--- config.mk ---
export PLATFORM = sky130hd
export DESIGN_NAME = writeback_regfile
export DESIGN_NICKNAME = d
export VERILOG_FILES = /design/src/rtl/mips_pkg.sv /design/src/rtl/regfile_bank.sv /design/src/rtl/writeback_regfile.sv
export SDC_FILE = /design/constraint.sdc
export NUM_CORES = 2
export LEC_CHECK = 0
export ABC_CLOCK_PERIOD_IN_PS = 4400
export BUFFER_PORTS_ARGS = -buffer_cell sky130_fd_sc_hd__clkbuf_2
export CORE_AREA = 2 2 337 472
export CTS_BUF_LIST = sky130_fd_sc_hd__clkbuf_8
export CTS_CLUSTER_DIAMETER = 40
export DETAILED_ROUTE_END_ITERATION = 10
export DIE_AREA = 0 0 339 474
export PLACE_DENSITY = 0.61
export SYNTH_ARGS = -nofsm -noshare
export SYNTH_HDL_FRONTEND = slang
export SYNTH_SLANG_ARGS = --single-unit
--- constraint.sdc ---
create_clock -name clk -period 4.4 [get_ports clk]
set_input_delay 0.88 -clock clk [delete_from_list [all_inputs] [get_ports clk]]
set_output_delay 0.88 -clock clk [all_outputs]
set_load 0.1 [all_outputs]
--- src/rtl/mips_pkg.sv ---
`default_nettype none
// ============================================================================
// Module      : mips_pkg
// Description : Shared constants and helpers for the MIPS write-back stage
//               and register file.
// Revision    : 1.0 - initial release
// ============================================================================
package mips_pkg;

  localparam int unsigned DATA_W     = 32;
  localparam int unsigned REG_ADDR_W = 5;
  localparam int unsigned NUM_REGS   = 32;
  localparam int unsigned NUM_RPORTS = 3;

  localparam logic [REG_ADDR_W-1:0] REG_ZERO = 5'd0;

  // Write-back source select: load data when MemtoReg is set, else ALU result.
  function automatic logic [DATA_W-1:0] wb_select(
    input logic              mem_to_reg,
    input logic [DATA_W-1:0] load_data,
    input logic [DATA_W-1:0] alu_result
  );
    return mem_to_reg ? load_data : alu_result;
  endfunction

endpackage : mips_pkg
`default_nettype wire

--- src/rtl/regfile_bank.sv ---
`default_nettype none
// ============================================================================
// Module      : regfile_bank
// Description : 32x32 architectural register storage. One write port, three
//               raw (unbypassed) read ports. Register 0 always reads zero.
// Ports       : clk_i     - clock, rising edge
//               rst_ni    - asynchronous active-low reset, clears storage
//               we_i      - write enable (caller guarantees waddr_i != 0)
//               waddr_i   - write register index
//               wdata_i   - write data
//               raddr_i   - read indices, one per read port
//               rdata_o   - stored value of each indexed register
// Revision    : 1.0 - initial release
// ============================================================================
module regfile_bank
  import mips_pkg::*;
(
  input  logic                                   clk_i,
  input  logic                                   rst_ni,
  input  logic                                   we_i,
  input  logic [REG_ADDR_W-1:0]                  waddr_i,
  input  logic [DATA_W-1:0]                      wdata_i,
  input  logic [NUM_RPORTS-1:0][REG_ADDR_W-1:0]  raddr_i,
  output logic [NUM_RPORTS-1:0][DATA_W-1:0]      rdata_o
);

  // Only registers 1..31 hold state; register 0 is a constant.
  logic [DATA_W-1:0] regs_q [NUM_REGS-1:1];

  // Full 32-entry view with entry 0 tied low, so reads index it directly.
  logic [DATA_W-1:0] read_view [NUM_REGS];

  always_ff @(posedge clk_i or negedge rst_ni) begin
    if (!rst_ni) begin
      for (int i = 1; i < NUM_REGS; i++) begin
        regs_q[i] <= '0;
      end
    end else if (we_i) begin
      for (int i = 1; i < NUM_REGS; i++) begin
        if (waddr_i == REG_ADDR_W'(i)) begin
          regs_q[i] <= wdata_i;
        end
      end
    end
  end

  always_comb begin
    read_view[0] = '0;
    for (int i = 1; i < NUM_REGS; i++) begin
      read_view[i] = regs_q[i];
    end
  end

  for (genvar p = 0; p < NUM_RPORTS; p++) begin : g_rport
    assign rdata_o[p] = read_view[raddr_i[p]];
  end

endmodule : regfile_bank
`default_nettype wire

--- src/rtl/writeback_regfile.sv ---
`default_nettype none
// ============================================================================
// Module      : writeback_regfile
// Description : MIPS write-back stage plus architectural register file.
//               Selects write-back data, commits it, serves the two ID read
//               ports with same-cycle write-through bypass, exports the WB
//               value for EX forwarding, and counts committed writes.
// Ports       : clk                - pipeline clock
//               rst                - asynchronous active-low reset
//               MEMtoWB_*          - MEM/WB pipeline register contents
//               ID_rs / ID_rt      - ID-stage read addresses
//               ID_ReadData1/2     - bypassed read data
//               WB_WriteData       - selected write-back value
//               WB_WriteValid      - write will commit this cycle
//               dbg_addr/dbg_data  - unbypassed debug read port
//               write_count        - committed writes since reset (wraps)
// Revision    : 1.0 - initial release
// ============================================================================
module writeback_regfile
  import mips_pkg::*;
#(
  parameter int unsigned COUNT_W = 32
) (
  input  logic                  clk,
  input  logic                  rst,
  input  logic [DATA_W-1:0]     MEMtoWB_ReadData,
  input  logic [DATA_W-1:0]     MEMtoWB_ALU_result,
  input  logic [REG_ADDR_W-1:0] MEMtoWB_RegDest,
  input  logic                  MEMtoWB_MemtoReg,
  input  logic                  MEMtoWB_RegWrite,
  input  logic [REG_ADDR_W-1:0] ID_rs,
  input  logic [REG_ADDR_W-1:0] ID_rt,
  output logic [DATA_W-1:0]     ID_ReadData1,
  output logic [DATA_W-1:0]     ID_ReadData2,
  output logic [DATA_W-1:0]     WB_WriteData,
  output logic                  WB_WriteValid,
  input  logic [REG_ADDR_W-1:0] dbg_addr,
  output logic [DATA_W-1:0]     dbg_data,
  output logic [COUNT_W-1:0]    write_count
);

  logic [NUM_RPORTS-1:0][REG_ADDR_W-1:0] raddr;
  logic [NUM_RPORTS-1:0][DATA_W-1:0]     rdata_raw;
  logic [COUNT_W-1:0]                    count_q;
  logic [COUNT_W-1:0]                    count_d;

  assign WB_WriteData  = wb_select(MEMtoWB_MemtoReg, MEMtoWB_ReadData,
                                   MEMtoWB_ALU_result);
  // Destination 0 is never a real write: no commit, no bypass, no count.
  assign WB_WriteValid = MEMtoWB_RegWrite && (MEMtoWB_RegDest != REG_ZERO);

  assign raddr[0] = ID_rs;
  assign raddr[1] = ID_rt;
  assign raddr[2] = dbg_addr;

  regfile_bank u_bank (
    .clk_i   (clk),
    .rst_ni  (rst),
    .we_i    (WB_WriteValid),
    .waddr_i (MEMtoWB_RegDest),
    .wdata_i (WB_WriteData),
    .raddr_i (raddr),
    .rdata_o (rdata_raw)
  );

  // Write-before-read: an in-flight write is visible to ID the same cycle.
  // Index 0 can never hit because WB_WriteValid excludes destination 0.
  assign ID_ReadData1 = (WB_WriteValid && (ID_rs == MEMtoWB_RegDest)) ?
                        WB_WriteData : rdata_raw[0];
  assign ID_ReadData2 = (WB_WriteValid && (ID_rt == MEMtoWB_RegDest)) ?
                        WB_WriteData : rdata_raw[1];

  // Debug port shows storage only, never the pending write.
  assign dbg_data = rdata_raw[2];

  always_comb begin
    count_d = count_q;
    if (WB_WriteValid) begin
      count_d = count_q + {{(COUNT_W-1){1'b0}}, 1'b1};
    end
  end

  always_ff @(posedge clk or negedge rst) begin
    if (!rst) begin
      count_q <= '0;
    end else begin
      count_q <= count_d;
    end
  end

  assign write_count = count_q;

endmodule : writeback_regfile
`default_nettype wire

==> After elaboration in Yosys (flattened, before gate mapping) <==
Index checks and enable logic that the tools add are counted.
{ "word_totals": {"out_inout_bits": 161, "reg_bits": 1024} }
{ "classes": {"addsub": 1, "bitwise_logic": 3, "n_lt_le_gt_ge": 3, "reduce_logical": 35, "n_mux": 12, "n_eq_ne": 33} }
{ "ops": {"columns": ["operator", "count"], "rows": [
  ["32-bit binary-select mux with 5-bit select", 3],
  ["32-bit two-way mux", 9],
  ["5-bit == test, second input constant", 16],
  ["2-bit AND reduction", 31],
  ["5-bit by 4-bit == test with 1-bit output, second input constant", 8],
  ["32-bit by 1-bit adder with 32-bit output, second input constant", 1],
  ["5-bit by 3-bit == test with 1-bit output, second input constant", 4],
  ["6-bit greater-or-equal comparator, second input constant", 3],
  ["5-bit NOT with 6-bit output", 3],
  ["5-bit by 2-bit == test with 1-bit output, second input constant", 2],
  ["5-bit == test", 2],
  ["5-bit by 1-bit == test with 1-bit output, second input constant", 1],
  ["5-bit nonzero test", 1],
  ["1-bit logical AND", 3]
]} }

==> Depth between registers and ports, before layout <==
{ "logic_depth": {"ltp_word": 5, "mapped_depth": 10, "ltp_nobuf": 6} }

==> By module <==
Synthesis repeated with hierarchy kept, for this count alone.
{ "hier_totals": {"hier_cells": 4554, "area_unflattened_um2": 64386.8} }
{ "by_module_without_submodules": {"columns": ["mod", "seq_area_each_um2", "cells_per_inst", "n_inst", "area_per_inst_um2"], "rows": [
  ["regfile_bank", 24823.8, 4293, 1, 61342.6],
  ["writeback_regfile", 800.8, 261, 1, 3044.2]
]} }

==> Worst setup path after synthesis <==
No wires, ideal clock.
{ "synth_path": {"path_kind": "input -> output", "from": "input port MEMtoWB_RegDest[4]", "to": "output port ID_ReadData2[30]", "n_path_buf": 1, "t_arrival_ps": 5410, "path_stages": 5, "path_slack_ps": -1890, "cell_sequence": "buf_2 > inv_1 > a21oi_2 > nand3_1 > a311oi_1"} }
{ "synth_between": {"elab_chain_len": 4} }
{ "synth_rtl": {"columns": ["item", "line_no", "text"], "rows": [
  ["from (decl)", "writeback_regfile.sv:28", "input logic [REG_ADDR_W-1:0] MEMtoWB_RegDest,"],
  ["5-bit nonzero test", "writeback_regfile.sv:50", "assign WB_WriteValid = MEMtoWB_RegWrite && (MEMtoWB_RegDest != REG_ZERO);"],
  ["1-bit logical AND", "writeback_regfile.sv:50", null],
  ["via WB_WriteValid", "writeback_regfile.sv:36", "output logic WB_WriteValid,"],
  ["1-bit logical AND", "writeback_regfile.sv:70", "assign ID_ReadData2 = (WB_WriteValid && (ID_rt == MEMtoWB_RegDest)) ?"],
  ["32-bit two-way mux", "writeback_regfile.sv:70", null],
  ["to (decl)", "writeback_regfile.sv:34", "output logic [DATA_W-1:0] ID_ReadData2,"]
]} }
The timed path passes the listed nets, and every way through them passes these cells.

==> Final worst setup path <==
{ "layout_path": {"from": "input port ID_rt[0]", "to": "output port ID_ReadData2[15]"} }
{ "layout_between": {"elab_chain_len": 5} }
{ "layout_rtl": {"columns": ["item", "line_no", "text"], "rows": [
  ["from (decl)", "writeback_regfile.sv:32", "input logic [REG_ADDR_W-1:0] ID_rt,"],
  ["5-bit NOT with 6-bit output (not written as such)", "regfile_bank.sv:55", "assign rdata_o[p] = read_view[raddr_i[p]];"],
  ["32-bit binary-select mux with 5-bit select", "regfile_bank.sv:55", null],
  ["32-bit two-way mux (not written as such) (2 in a row)", "regfile_bank.sv:55", null],
  ["32-bit two-way mux *", "writeback_regfile.sv:70", null]
]} }
Mark *: on every way between the ends. The rest lies on a longest branch, timed or not. The select of a mux whose other input is x is not followed.

==> run_results.csv <==
group,metric,value,unit
setup_path,cp_max_fo,15,
synthesis,synth_seq_cells,1024,
sta,finalSetupViolations,1,
setup_path,r2r_end,"write_count[28]",
setup_path,cp_cell_sequence,"buf_8, buf_6, nor2b_4, buf_4, a221oi_1, nor3_1, buf_4, o21ai_0, o211ai_1, buf_12",
setup_path,cp-end-kind,"output port",
run_status,status,"complete, but fails checks",
layout,fin_util,46.9,%
clock_tree,cts_num_sinks,1024,
global_routing,grt_use_total,29.5,%
global_routing,grt_pass1_wl,349000,um
detailed_routing,wl_per_cell,29.9,um
synthesis,synth.distinct_cells,50,
detailed_routing,vias,51000,
setup_path,critical_path_class,"input pin to output port",
detailed_routing,drt_iter0_markers,5368,
setup_path,path_buf_inv,5,
pwr,max-vdd-ir-drop,0.392,mV
die,rows,172,
worst_hold_path,hp-class,"input pin to flop",
sta,slew_headroom,21.3,%
clock_tree,postCtsSetupRepairBufs,0,
setup_path,crit_path_end,"ID_ReadData2[15]",
pwr,p_seq_share,39.1,%
setup_path,cpMostUsedCell,"buf_4",
synthesis,syn_area_per_cell,11.1,um2
pwr,swShare,36.2,%
setup_path,r2r-start,"write_count[0]",
clock_tree,cts_buffers,179,
sta,tightest_slew,1.18,ns
synthesis,synth_area,0.0621,mm2
layout,drive_gt1_share,29.7,%
synthesis,ys_async_sr_fraction,100,%
detailed_routing,firstDrtPassIters,6,
die,top_level_ports,249,
synthesis,ys_warn_count,0,
clock_tree,h-tree-depth,4,
die,core-area,0.156,mm2
run_status,violations,"negative setup slack",
setup_path,rr_worst_depth,6,
synthesis,seq_area_frac_synth,41.2,%
setup_path,worstPathArrival,3.53,ns
layout,nFillCells,14200,
detailed_routing,drc,0,
die,dieWidth,339,um
placed_design,place.gp.congestion,0.909,
job,maxCapViolCount,0,
sta,fin_crit,4.41,ns
setup_path,critical_path.slowest_cell,"o211ai_1",
setup_path,crit_path_start_kind,"input pin",
clock_tree,cts_buffer_depth,3,
clock_tree,clockRootBuffer,"clkbuf_8",
die,dieArea,0.161,mm2
setup_path,cp-startpoint,"ID_rt[0]",
pwr,comb_power_share,33.1,%
layout,layout.nets,5823,
synthesis,synth_edf_count,0,
pwr,p_sw,12.7,mW
placed_design,pre_cts_ws,0.00556,ns
global_routing,grt_max_degree,142,
synthesis,netlist_instances,5580,
pwr,power.total,35.2,mW
sta,post-route-period-util,100,%
placed_design,port_buffers,248,
layout,syn2layout_area_growth,18.1,%
pwr,powerDensity,480,mW/mm2
synthesis,ys_dominant_reg_cell,"dfrtp_1",
sta,slew_violations,0,
sta,finClkSkew,0.00741,ns
placed_design,dp_hpwl,151000,um
pwr,internal_power,22.5,mW
pwr,power.clock.fraction,27.8,%
die,die_y,474,um
setup_path,max_stage_delay,0.47,ns
sta,hold_viol_final,0,
global_routing,grt_pass1_vias,51000,
sta,tns,-0.0127,ns
setup_path,rrSetupSlack,2.13,ns
global_routing,antenna_found_initial,4,
pwr,leakage,30.6,nW
setup_path,critPathRequiredTime,3.52,ns
synthesis,syn_nets,5669,
detailed_routing,via_per_inst,6.40,
clock_tree,clk_latency,0.92,ns
detailed_routing,finalWirelength,238000,um
detailed_routing,postRouteAntennaNets,0,
setup_path,worst-path-stages,10,
sta,fin_hold_ws,0.357,ns
sta,timing.final.ws_setup,-0.0127,ns
clock_tree,clkTransAtPathRegs,0.06,ns
global_routing,grt_overflow,0,
sta,max_freq,0.227,GHz
die,start_util,39.7,%
clock_tree,cts_tree,"built",
setup_path,critPathTopFamily,"buffers and inverters",
Yosys cell counts, types with 2 or more instances:
| cell | instances | area [um2] |
|---|---|---|
| o21ai_0 | 446 | 2230 |
| a221oi_1 | 61 | 534 |
| a21oi_1 | 614 | 3070 |
| mux2_2 | 132 | 1490 |
| and3_1 | 4 | 25.0 |
| o22ai_1 | 5 | 31.3 |
| a211o_1 | 59 | 517 |
| nor3_1 | 65 | 325 |
| mux2i_1 | 223 | 2230 |
| a2111oi_4 | 2 | 55.1 |
| nand2_1 | 408 | 1530 |
| a22o_1 | 31 | 272 |
| and4_1 | 3 | 26.3 |
| nor3_2 | 6 | 60.1 |
| nor4_1 | 5 | 31.3 |
| xnor2_1 | 23 | 201 |
| nand2b_1 | 11 | 68.8 |
| buf_6 | 4 | 45.0 |
| xor2_1 | 18 | 158 |
| nor2b_1 | 186 | 1160 |
| nor3b_1 | 2 | 15.0 |
| o221ai_1 | 61 | 534 |
| inv_1 | 46 | 173 |
| buf_4 | 32 | 240 |
| buf_1 | 24 | 90.1 |
| and2_1 | 2 | 12.5 |
| buf_2 | 125 | 626 |
| nand3_1 | 14 | 70.1 |
| o211ai_1 | 60 | 450 |
| clkbuf_1 | 425 | 1600 |
| nor2_2 | 3 | 18.8 |
| nand3b_1 | 2 | 15.0 |
| a21o_1 | 59 | 443 |
| dfrtp_1 | 1024 | 25600 |
| a31oi_1 | 4 | 25.0 |
| nand4_1 | 68 | 425 |
| or2_2 | 3 | 18.8 |
| mux4_2 | 675 | 15200 |
| nor2_1 | 634 | 2380 |
cells by family after synthesis:
kind of cell             Yosys count  synth area share (%)
AO/OA/AOI/OAI                   1409                  13.2
XOR/XNOR                          41                 0.578
adder cells (fa/ha/maj)            1                0.0201
buffers and inverters            656                  4.46
flip-flops                      1024                  41.2
multiplexers                    1030                  30.4
AND/OR/NAND/NOR                 1419                  10.0
layer usage:
| layer | vias up | wire length, um | track usage [%] |
|---|---|---|---|
| li1 | 21200 | - | - |
| met1 | 25900 | 87100 | 36.6 |
| met2 | 3203 | 110000 | 46.5 |
| met3 | 775 | 25400 | 7.80 |
| met4 | 2 | 15500 | 17.0 |
| met5 | - | 13 | 0 |
tightest hold or removal path, stage by stage:
cell and delay, ns:
clkbuf_2 0.10, mux2i_4 0.13, a21oi_1 0.15
cell type report:
class                   count  area (um2)  area share, %
multi-input cells        3900       34400           46.9
flip-flops and latches   1024       25600           34.9
repair buffers            583        6630           9.03
clock buffers             224        3080           4.20
well taps                2088        2610           3.56
clock inverters            97         862           1.17
inverters                  46         180          0.245
diodes                      2        5.00        0.00682
power groups by stage:
stage,Combinational [mW],Clock [mW],Sequential (mW)
after floorplan,8.12,0,13.3
after global placement,11.4,0,13.6
after detailed placement,11.6,0,13.8
after CTS,11.6,9.93,13.7
after global routing,12.4,10.3,14.0
final,11.7,9.80,13.8
registers in the layout (all words and copies together) (netlist names):
name              cells
u_bank.read_view    992
write_count          32
how the worst min path moves through the flow:
stage | start | end | slack (ns) | cells past startpoint
2_1_floorplan | u_bank.read_view[831] | u_bank.read_view[831] | 0.47 | 2
3_3_place_gp | write_count[31] | write_count[31] | 0.46 | 1
3_5_place_dp | write_count[31] | write_count[31] | 0.47 | 1
4_1_cts | MEMtoWB_ALU_result[9] | u_bank.read_view[265] | 0.28 | 3
5_1_grt | MEMtoWB_ALU_result[9] | u_bank.read_view[265] | 0.34 | 3
6_report | MEMtoWB_ALU_result[9] | u_bank.read_view[265] | 0.36 | 3
layout by cell type (no fill, tap or decap), drive strengths merged, types with 5 or more instances in the layout:
master and count:
clkinv 21, nor2 637, o221ai 61, dfrtp 1024, mux2i 223, bufinv 15
xnor2 23, clkbuf 349, nand2 408, a211o 59, a21o 59, a21oi 615
clkinvlp 7, buf 457, mux4 675, nor2b 186, inv 100, nand2b 11
nor4 7, mux2 132, nand4 68, o211ai 60, nand3 14, a22o 31
o22ai 5, xor2 18, o21ai 446, nor3 71, a221oi 61
through the flow:
stage | cell area [um2] | instances
after floorplan | 62300 | 5580
after global placement | 69400 | 7640
after detailed placement | 69400 | 7640
after CTS | 73400 | 7962
after global routing | 73400 | 7963
final | 73400 | 7964
repair_timing:
item                                    4_1_cts  5_1_grt
endpoints found under the setup margin        0        6
endpoints found under the hold margin        31        0
hold buffers                                  1        0
resized for setup                             0        8
(Power assumes the default switching activity.)
